**config.mk**
```make
export PLATFORM = sky130hd
export DESIGN_NAME = seq_alu
export DESIGN_NICKNAME = d
export VERILOG_FILES = /design/src/rtl/alu_pkg.sv /design/src/rtl/seq_muldiv.sv /design/src/rtl/seq_alu.sv
export SDC_FILE = /design/constraint.sdc
export NUM_CORES = 1
export LEC_CHECK = 0
export ABC_AREA = 1
export CAP_MARGIN = 20
export CORE_AREA = 8 8 244 246
export DETAILED_ROUTE_END_ITERATION = 8
export DIE_AREA = 0 0 252 254
export GPL_TIMING_DRIVEN = 0
export PLACE_DENSITY = 0.66
export SLEW_MARGIN = 20
export SYNTH_ARGS = -nofsm -noshare
export SYNTH_HDL_FRONTEND = slang
export SYNTH_SLANG_ARGS = --single-unit
```
**constraint.sdc**
```tcl
create_clock -name clk -period 7.8 [get_ports clk]
set_input_delay 0.78 -clock clk [delete_from_list [all_inputs] [get_ports clk]]
set_output_delay 0.78 -clock clk [all_outputs]
set_load 0.03 [all_outputs]
```
**src/rtl/alu_pkg.sv**
```systemverilog
// Shared opcode encodings, multicycle-unit state type and op classification
// for the sequential ALU.
package alu_pkg;

  localparam int OP_BITS = 5;

  localparam logic [OP_BITS-1:0] OP_AND  = 5'b00000;
  localparam logic [OP_BITS-1:0] OP_OR   = 5'b00001;
  localparam logic [OP_BITS-1:0] OP_ADD  = 5'b00010;
  localparam logic [OP_BITS-1:0] OP_LUI  = 5'b00011;
  localparam logic [OP_BITS-1:0] OP_MFLO = 5'b00100;
  localparam logic [OP_BITS-1:0] OP_MFHI = 5'b00101;
  localparam logic [OP_BITS-1:0] OP_SUB  = 5'b00110;
  localparam logic [OP_BITS-1:0] OP_SLT  = 5'b00111;
  localparam logic [OP_BITS-1:0] OP_SLL  = 5'b01000;
  localparam logic [OP_BITS-1:0] OP_SRA  = 5'b01001;
  localparam logic [OP_BITS-1:0] OP_DIV  = 5'b01010;
  localparam logic [OP_BITS-1:0] OP_MULT = 5'b01011;
  localparam logic [OP_BITS-1:0] OP_MOVZ = 5'b01101;

  typedef enum logic [1:0] {IDLE, RUN, DONE} state_t;

  function automatic logic is_multicycle(input logic [OP_BITS-1:0] op);
    return (op == OP_MULT) || (op == OP_DIV);
  endfunction

endpackage

```
**src/rtl/seq_muldiv.sv**
```systemverilog
// Iterative shift-add multiplier / restoring divider, one bit per cycle.
// Owns the HI/LO architectural registers and the sticky divide-by-zero flag.
module seq_muldiv
  import alu_pkg::*;
#(
  parameter int WIDTH = 32
) (
  input  logic             clk,
  input  logic             reset,
  input  logic             start,
  input  logic             is_div,
  input  logic [WIDTH-1:0] a,
  input  logic [WIDTH-1:0] b,
  output logic             ready,
  output logic             commit,
  output logic [WIDTH-1:0] lo_new,
  output logic [WIDTH-1:0] hi,
  output logic [WIDTH-1:0] lo,
  output logic             div_zero
);

  localparam int CNT_W = $clog2(WIDTH) + 1;

  state_t           state_reg, state_next;
  logic [CNT_W-1:0] cnt_reg;
  logic [WIDTH-1:0] acc_hi_reg, acc_lo_reg, opnd_reg;
  logic [WIDTH-1:0] hi_reg, lo_reg;
  logic             div_reg, div_zero_reg;

  logic [WIDTH:0]   sum;
  logic [WIDTH:0]   rem_sh;
  logic [WIDTH-1:0] rem_sub;
  logic             rem_ge;
  logic [WIDTH-1:0] step_hi, step_lo;

  // One iteration. Multiply: {acc_hi, acc_lo} is the partial product with the
  // multiplier shifting out of acc_lo. Divide: acc_hi is the remainder and
  // acc_lo shifts the dividend out / quotient in. A zero divisor needs no
  // special case: every step sets a quotient bit and the remainder ends as a.
  always_comb begin
    sum     = {1'b0, acc_hi_reg} + (acc_lo_reg[0] ? {1'b0, opnd_reg} : '0);
    rem_sh  = {acc_hi_reg, acc_lo_reg[WIDTH-1]};
    rem_ge  = rem_sh >= {1'b0, opnd_reg};
    rem_sub = rem_sh[WIDTH-1:0] - opnd_reg;
    if (div_reg) begin
      step_hi = rem_ge ? rem_sub : rem_sh[WIDTH-1:0];
      step_lo = {acc_lo_reg[WIDTH-2:0], rem_ge};
    end else begin
      step_hi = sum[WIDTH:1];
      step_lo = {sum[0], acc_lo_reg[WIDTH-1:1]};
    end
  end

  always_comb begin
    state_next = state_reg;
    case (state_reg)
      IDLE:    if (start) state_next = RUN;
      RUN:     if (cnt_reg == CNT_W'(1)) state_next = DONE;
      DONE:    state_next = start ? RUN : IDLE;
      default: state_next = IDLE;
    endcase
  end

  assign ready    = (state_reg == IDLE) || (state_reg == DONE);
  assign commit   = (state_reg == RUN) && (cnt_reg == CNT_W'(1));
  assign lo_new   = step_lo;
  assign hi       = hi_reg;
  assign lo       = lo_reg;
  assign div_zero = div_zero_reg;

  always_ff @(posedge clk) begin
    if (reset) begin
      state_reg    <= IDLE;
      cnt_reg      <= '0;
      acc_hi_reg   <= '0;
      acc_lo_reg   <= '0;
      opnd_reg     <= '0;
      div_reg      <= 1'b0;
      div_zero_reg <= 1'b0;
    end else begin
      state_reg <= state_next;
      if (start) begin
        cnt_reg    <= CNT_W'(WIDTH);
        acc_hi_reg <= '0;
        acc_lo_reg <= is_div ? a : b;
        opnd_reg   <= is_div ? b : a;
        div_reg    <= is_div;
        if (is_div) div_zero_reg <= (b == '0);
      end else if (state_reg == RUN) begin
        cnt_reg    <= cnt_reg - CNT_W'(1);
        acc_hi_reg <= step_hi;
        acc_lo_reg <= step_lo;
      end
    end
  end

  // A reset that aborts a running op leaves HI/LO at their pre-op values.
  always_ff @(posedge clk) begin
    if (reset) begin
      if (state_reg != RUN) begin
        hi_reg <= '0;
        lo_reg <= '0;
      end
    end else if (commit) begin
      hi_reg <= step_hi;
      lo_reg <= step_lo;
    end
  end

endmodule

```
**src/rtl/seq_alu.sv**
```systemverilog
// Registered-output ALU with valid/ready handshake; single-cycle ops are
// computed here, MULT/DIV are delegated to seq_muldiv.
module seq_alu
  import alu_pkg::*;
#(
  parameter int WIDTH = 32,
  parameter int OP_W  = 5
) (
  input  logic             clk,
  input  logic             reset,
  input  logic             in_valid,
  output logic             in_ready,
  input  logic [OP_W-1:0]  op,
  input  logic [WIDTH-1:0] a,
  input  logic [WIDTH-1:0] b,
  output logic             out_valid,
  output logic [WIDTH-1:0] result,
  output logic             result_we,
  output logic             div_zero
);

  localparam int SH_W = $clog2(WIDTH);

  logic [OP_BITS-1:0] opc;
  logic               accept, start;
  logic               md_ready, md_commit;
  logic [WIDTH-1:0]   md_lo_new, hi, lo;
  logic [SH_W-1:0]    shamt;
  logic [WIDTH-1:0]   alu_res;
  logic               alu_we;

  logic               out_valid_reg, result_we_reg;
  logic [WIDTH-1:0]   result_reg;

  assign opc      = OP_BITS'(op);
  assign shamt    = b[SH_W-1:0];
  assign in_ready = md_ready;
  assign accept   = in_valid && md_ready;
  assign start    = accept && is_multicycle(opc);

  seq_muldiv #(.WIDTH(WIDTH)) u_muldiv (
    .clk      (clk),
    .reset    (reset),
    .start    (start),
    .is_div   (opc == OP_DIV),
    .a        (a),
    .b        (b),
    .ready    (md_ready),
    .commit   (md_commit),
    .lo_new   (md_lo_new),
    .hi       (hi),
    .lo       (lo),
    .div_zero (div_zero)
  );

  always_comb begin
    alu_res = '0;
    alu_we  = 1'b1;
    case (opc)
      OP_AND:  alu_res = a & b;
      OP_OR:   alu_res = a | b;
      OP_ADD:  alu_res = a + b;
      OP_SUB:  alu_res = a - b;
      OP_LUI:  alu_res = {b[WIDTH/2-1:0], {(WIDTH/2){1'b0}}};
      OP_MFLO: alu_res = lo;
      OP_MFHI: alu_res = hi;
      OP_SLT:  alu_res = {{(WIDTH-1){1'b0}}, $signed(a) < $signed(b)};
      OP_SLL:  alu_res = a << shamt;
      OP_SRA:  alu_res = $unsigned($signed(a) >>> shamt);
      OP_MOVZ: begin
        alu_res = a;
        alu_we  = (b == '0);
      end
      // Unassigned codes complete as a NOP with no writeback.
      default: alu_we = 1'b0;
    endcase
  end

  // Commit and single-cycle accept never coincide: commit only fires in RUN,
  // when nothing can be accepted.
  always_ff @(posedge clk) begin
    if (reset) begin
      out_valid_reg <= 1'b0;
      result_reg    <= '0;
      result_we_reg <= 1'b0;
    end else if (md_commit) begin
      out_valid_reg <= 1'b1;
      result_reg    <= md_lo_new;
      result_we_reg <= 1'b0;
    end else if (accept && !start) begin
      out_valid_reg <= 1'b1;
      result_reg    <= alu_res;
      result_we_reg <= alu_we;
    end else begin
      out_valid_reg <= 1'b0;
      result_we_reg <= 1'b0;
    end
  end

  assign out_valid = out_valid_reg;
  assign result    = result_reg;
  assign result_we = result_we_reg;

endmodule

```
# After elaboration in Yosys (flattened, before gate mapping)
# Cells that the tools add are included.
# totals
input_bits	72
register_bits	204
output_inout_bits	36
wordCells	88
# op_classes
shifts	2
add_sub_neg	5
reduce_logical	19
bitwise	3
n_lt_le_gt_ge	2
eq_ne	19
mux	25
# op_table
op	n
2-to-1 mux 32 bit	15
one-hot mux 32 bit (11 select lines)	1
subtractor 32 bit	2
adder 32 x 33 -> 33 bit	1
>= comparator 33 x 32 -> 1 bit	1
adder 32 bit	1
AND 32 bit	1
logical NOT 32 bit	1
less-than comparator 32 bit	1
OR 32 bit	1
<< shifter 32 x 5 -> 32 bit	1
>>> shifter 32 x 5 -> 32 bit	1
equality test 5 x 4 -> 1 bit, second input constant	5
equality test 5 x 3 -> 1 bit, second input constant	4
2-to-1 mux 6 bit	2
equality test 5 x 2 -> 1 bit, second input constant	2
OR reduction 10 bit	1
equality test 6 x 1 -> 1 bit, second input constant	1
inequality test 2 x 1 -> 1 bit, second input constant	3
one-hot mux 2 bit (3 select lines)	1
AND reduction 2 bit	3
nonzero test 2 bit	3
subtractor 6 x 1 -> 6 bit, second input constant	1
equality test 5 x 1 -> 1 bit, second input constant	1
14 further kinds	21

# Logic depth before layout (Yosys ltp)
# logic_depth
depth_word	8
depth_mapped	20
ltp_nobuf	18

# Cells and area by module
# From an unflattened synthesis, not the netlist that was laid out.
# hier_totals
hier_cells	4482
area_unflattened_um2	25633.3
# modules_own_cells
mod	cells_per_inst	area_per_inst_um2	n_inst	seq_area_each_um2
seq_muldiv	2093	13462.9	1	4043.9
seq_alu	2389	12170.4	1	680.7

# Worst setup path after synthesis
# No wires, ideal clock.
# synth_timing
path_kind	input port to flip-flop
start	input reset
end	register u_muldiv.hi_reg[0] (netlist: u_muldiv.hi[0]), enable pin
path_slack_ns	1.415
path_buffers	2
setup_time_ns	0.574
arrival_ns	5.810
stages	4
required_ns	7.226
path_cell_list	clkbuf_1 -> inv_1 -> clkbuf_1 -> o21ai_0
# synth_via
elab_chain_len	2
word_cells_on_any_way	3
cone_classes	eq/ne (1); reduce/logical (2)
# synth_lines
element	line	text
start: declaration	seq_alu.sv:10	input logic reset,
inequality test 2 x 1 -> 1 bit (no line) or nonzero test 2 bit (tied branches)	-	
AND reduction 2 bit (no line) *	-	
end signal: assignment	seq_muldiv.sv:105	hi_reg <= step_hi;
end: declaration	seq_muldiv.sv:27	logic [WIDTH-1:0] hi_reg, lo_reg;
# Mark *: on every way between the ends. The rest lies on a longest branch, timed or not.
# A chain may end at the register's enable or synchronous reset.

# Worst setup path after layout
# layout_timing
start	input b[2]
end	register result_reg[31] (netlist: result[31])
# layout_via
elab_chain_len	4
word_cells_on_any_way	7
cone_classes	add/sub (2); shift (2); mux (3)
# layout_lines
element	line	text
start: declaration	seq_alu.sv:15	input logic [WIDTH-1:0] b,
subtractor 32 bit, or another cell as far along	seq_alu.sv:63	OP_SUB: alu_res = a - b;
one-hot mux 32 bit (11 select lines) *	seq_alu.sv:59	case (opc)
2-to-1 mux 32 bit *	seq_alu.sv:90	end else if (accept && !start) begin
2-to-1 mux 32 bit *	seq_alu.sv:86	end else if (md_commit) begin
end signal: assignment	seq_alu.sv:88	result_reg <= md_lo_new;
end signal: assignment	seq_alu.sv:92	result_reg <= alu_res;
end: declaration	seq_alu.sv:33	logic [WIDTH-1:0] result_reg;
# Mark *: on every way between the ends. The rest lies on a longest branch, timed or not. The select of a mux whose other input is x is not followed.

==> flow_summary.json <==
{
  "rr_worst_depth": 15,
  "synthDistinctLibCells": 55,
  "die_area_um2": 64010,
  "synthesis.nets": 4569,
  "period_needed_ns": 4.339,
  "critPathMaxFanout": 11,
  "cts_tree": "done",
  "area_growth_pct": 11.37,
  "leakage_nw": 14.20,
  "r2r_end": "u_muldiv.hi[27]",
  "cts_resized": 0,
  "yosysWarnings": 0,
  "drt_iter0_markers": 3501,
  "dpl.hpwl_um": 111900,
  "fin_cells": 5221,
  "num-fill-cells": 6155,
  "end_kind": "flip-flop",
  "dr.pass1.iters": 6,
  "syn-cell-area_um2": 24810,
  "worstHoldPathType": "reg2reg",
  "cts_setup_buffers": 0,
  "hold_viol": 0,
  "synth_top_cell_area_share": 0.2006,
  "min_from": "u_muldiv.cnt_reg[1]",
  "cts_buffer_depth": 3,
  "rsz0062_at_grt": "false",
  "grt_pass1_wl_um": 189300,
  "synth_edf_count": 64,
  "startpoint_type": "primary input",
  "syn_inst": 4318,
  "core-area_um2": 55730,
  "fin_ws_ns": 3.461,
  "maxSlewHeadroom": 0.3992,
  "dp_cells": 5181,
  "hold_depth": 2,
  "clkSinkCount": 204,
  "clk_latency_ns": 0.55,
  "wl_per_cell_um": 25.43,
  "grt_start_max_net_pins": 25,
  "routed_wl_um": 132800,
  "crit_arrival_ns": 4.77,
  "cp_slowest_cell": "buf_1",
  "fin_crit_sh": 0.5562,
  "required_ns": 8.23,
  "htree_levels": 1,
  "die_y_um": 254,
  "start_util": 0.4452,
  "drc_errors": 0,
  "antenna_found_initial": 2,
  "portBuffers": 105,
  "path_buf_inv": 6,
  "setup_viol": 0,
  "antenna_left": 0,
  "finalInstanceArea_um2": 27640,
  "p_total_mw": 3.841,
  "critical_path_class": "in2reg",
  "multi_input_area_um2": 16810,
  "chipWidth_um": 252,
  "ys_async_sr_fraction": 0,
  "layout_common_cells": "nand2_1, inv_1, nand3_1",
  "r2r_setup_slack_ns": 4.18,
  "boundaryPins": 108,
  "postPlaceCellArea_um2": 26880,
  "ys_ff_latch": 204,
  "path_cells": "clkdlybuf4s50_1, buf_2, inv_1, buf_2, buf_1, ha_1, inv_1, nand2_1, nand3_1, nand3_1, nand2_1, nand2_1, nand2_1, nand2_1, nand2_1, nand2_1, nand3_1, nand3_1, nand2_1, nand2_1",
  "ys.flop_type": "dfxtp_1",
  "fin_skew_ns": 0.04338,
  "maxCapViolations": 0,
  "drive_gt1_frac": 0.05668,
  "timing.rr.start": "u_muldiv.acc_lo_reg[0]",
  "path_clk_slew_ns": 0.06,
  "seq_area_um2": 4725,
  "critPathMostFrequentCell": "nand2_1",
  "synth_seq_area_share": 0.1904,
  "yosysTopAreaCell": "nand2_1",
  "slowest_delay_ns": 0.66,
  "overflow": 0,
  "finalNetCount": 4700,
  "ir_worst_vdd_mv": 0.1413,
  "gp_congestion": 1.141,
  "routed_via_density": 5.834,
  "hold_buffers": 0,
  "vias": 30460,
  "powerDensity_nw_per_um2": 139.0,
  "fmax_ghz": 0.2305,
  "syn_avg_cell_area_um2": 5.747,
  "hold_end": "u_muldiv.cnt_reg[1]",
  "clock_tree.root_cell": "clkbuf_16",
  "post-place-ws_ns": 3.042,
  "drv_slew": 0,
  "cts_buffers": 22,
  "status": "finished clean",
  "grt_pass1_vias": 28820,
  "critPathTopFamily": "buffers and inverters",
  "yosys-top-cells-area": "nand2_1, dfxtp_1, nand3_1",
  "grt_usage": 0.3999,
  "layout_commonest_cell": "nand2_1",
  "worst_pin_slew_ns": 0.9012,
  "fp-row-count": 87
}
==> metrics by stage <==
stage                     hold WS, ns    util  TNS, ns
after detailed placement       0.4679  0.4822        0
after global placement         0.4616  0.4811   -79.42
after floorplan                0.4478       -        0
final                          0.4766  0.4958        0
after CTS                      0.4774  0.4958        0
after global routing           0.5051  0.4958        0
==> power by group <==
group          total (mW)  switching (mW)  internal (mW)
combinational        1.56            1.13          0.431
sequential           1.16          0.0249           1.13
clock                1.13           0.489          0.638
==> worst min-delay path, delay by kind of cell (launching register included) <==
family	cells	cell delay [ns]
AOI/OAI and AO/OA	1	0.05
DFF	1	0.32
and+or+nand+nor	1	0.06
==> how the worst max path moves through the flow <==
stage | startpoint | endpoint | cells after the start
final | b[2] | result[31] | 20
after global routing | b[2] | result[31] | 20
after CTS | b[2] | result[31] | 20
after detailed placement | b[2] | result[31] | 20
after global placement | reset | u_muldiv.hi[2] | 4
after floorplan | reset | u_muldiv.hi[0] | 4
==> final cells by class <==
class	count	area share
clock buffers	25	0.02069
inverters	635	0.08625
multi-input cells	3291	0.6082
flip-flops and latches	204	0.1710
plain buffers	188	0.03292
repair buffers	107	0.04002
diodes	1	0.00009055
well taps	756	0.03423
clock inverters	14	0.006655
==> metal layers <==
metal,share of wire,routed length [um],global-route usage,vias up
met1,0.37,49680,0.4674,14010
met4,0.096,12800,0.3205,2
met2,0.44,58140,0.6456,1706
met3,0.091,12140,0.06667,434
li1,-,-,-,14310
met5,0.000083,11,0,-
==> Yosys cell counts, types with 3 or more instances <==
cell type     n
nand3b_1      7
o21ai_1      28
edfxtp_1     64
inv_1       618
nor4_1       12
a31oi_1       8
ha_1        175
o221ai_1      3
o22ai_1      63
buf_2        75
mux2i_1      21
a22o_1        5
a21oi_1     257
clkbuf_2      4
and2_1       17
o21bai_1     14
dfxtp_1     140
nor3_1       41
fa_1          4
nor2_1      341
o211ai_1     25
buf_12        3
inv_2        16
nand2_2       6
o21ai_0     230
clkbuf_1     62
nand4_1      86
nor2_2       16
o32ai_1       4
a211oi_1      6
xor2_1       20
nand3_1     479
nand2_1    1326
or2_2        13
buf_4        15
buf_1        29
nand3_2      57
o2111ai_1     4
==> cell families after synthesis <==
group / share of synthesized area
compound gates: 0.1436
buf+inv: 0.1327
fa+ha+maj: 0.09147
flops: 0.1904
mux: 0.008471
xor+xnor: 0.007765
simple gates: 0.4256
(Power assumes the default switching activity.)
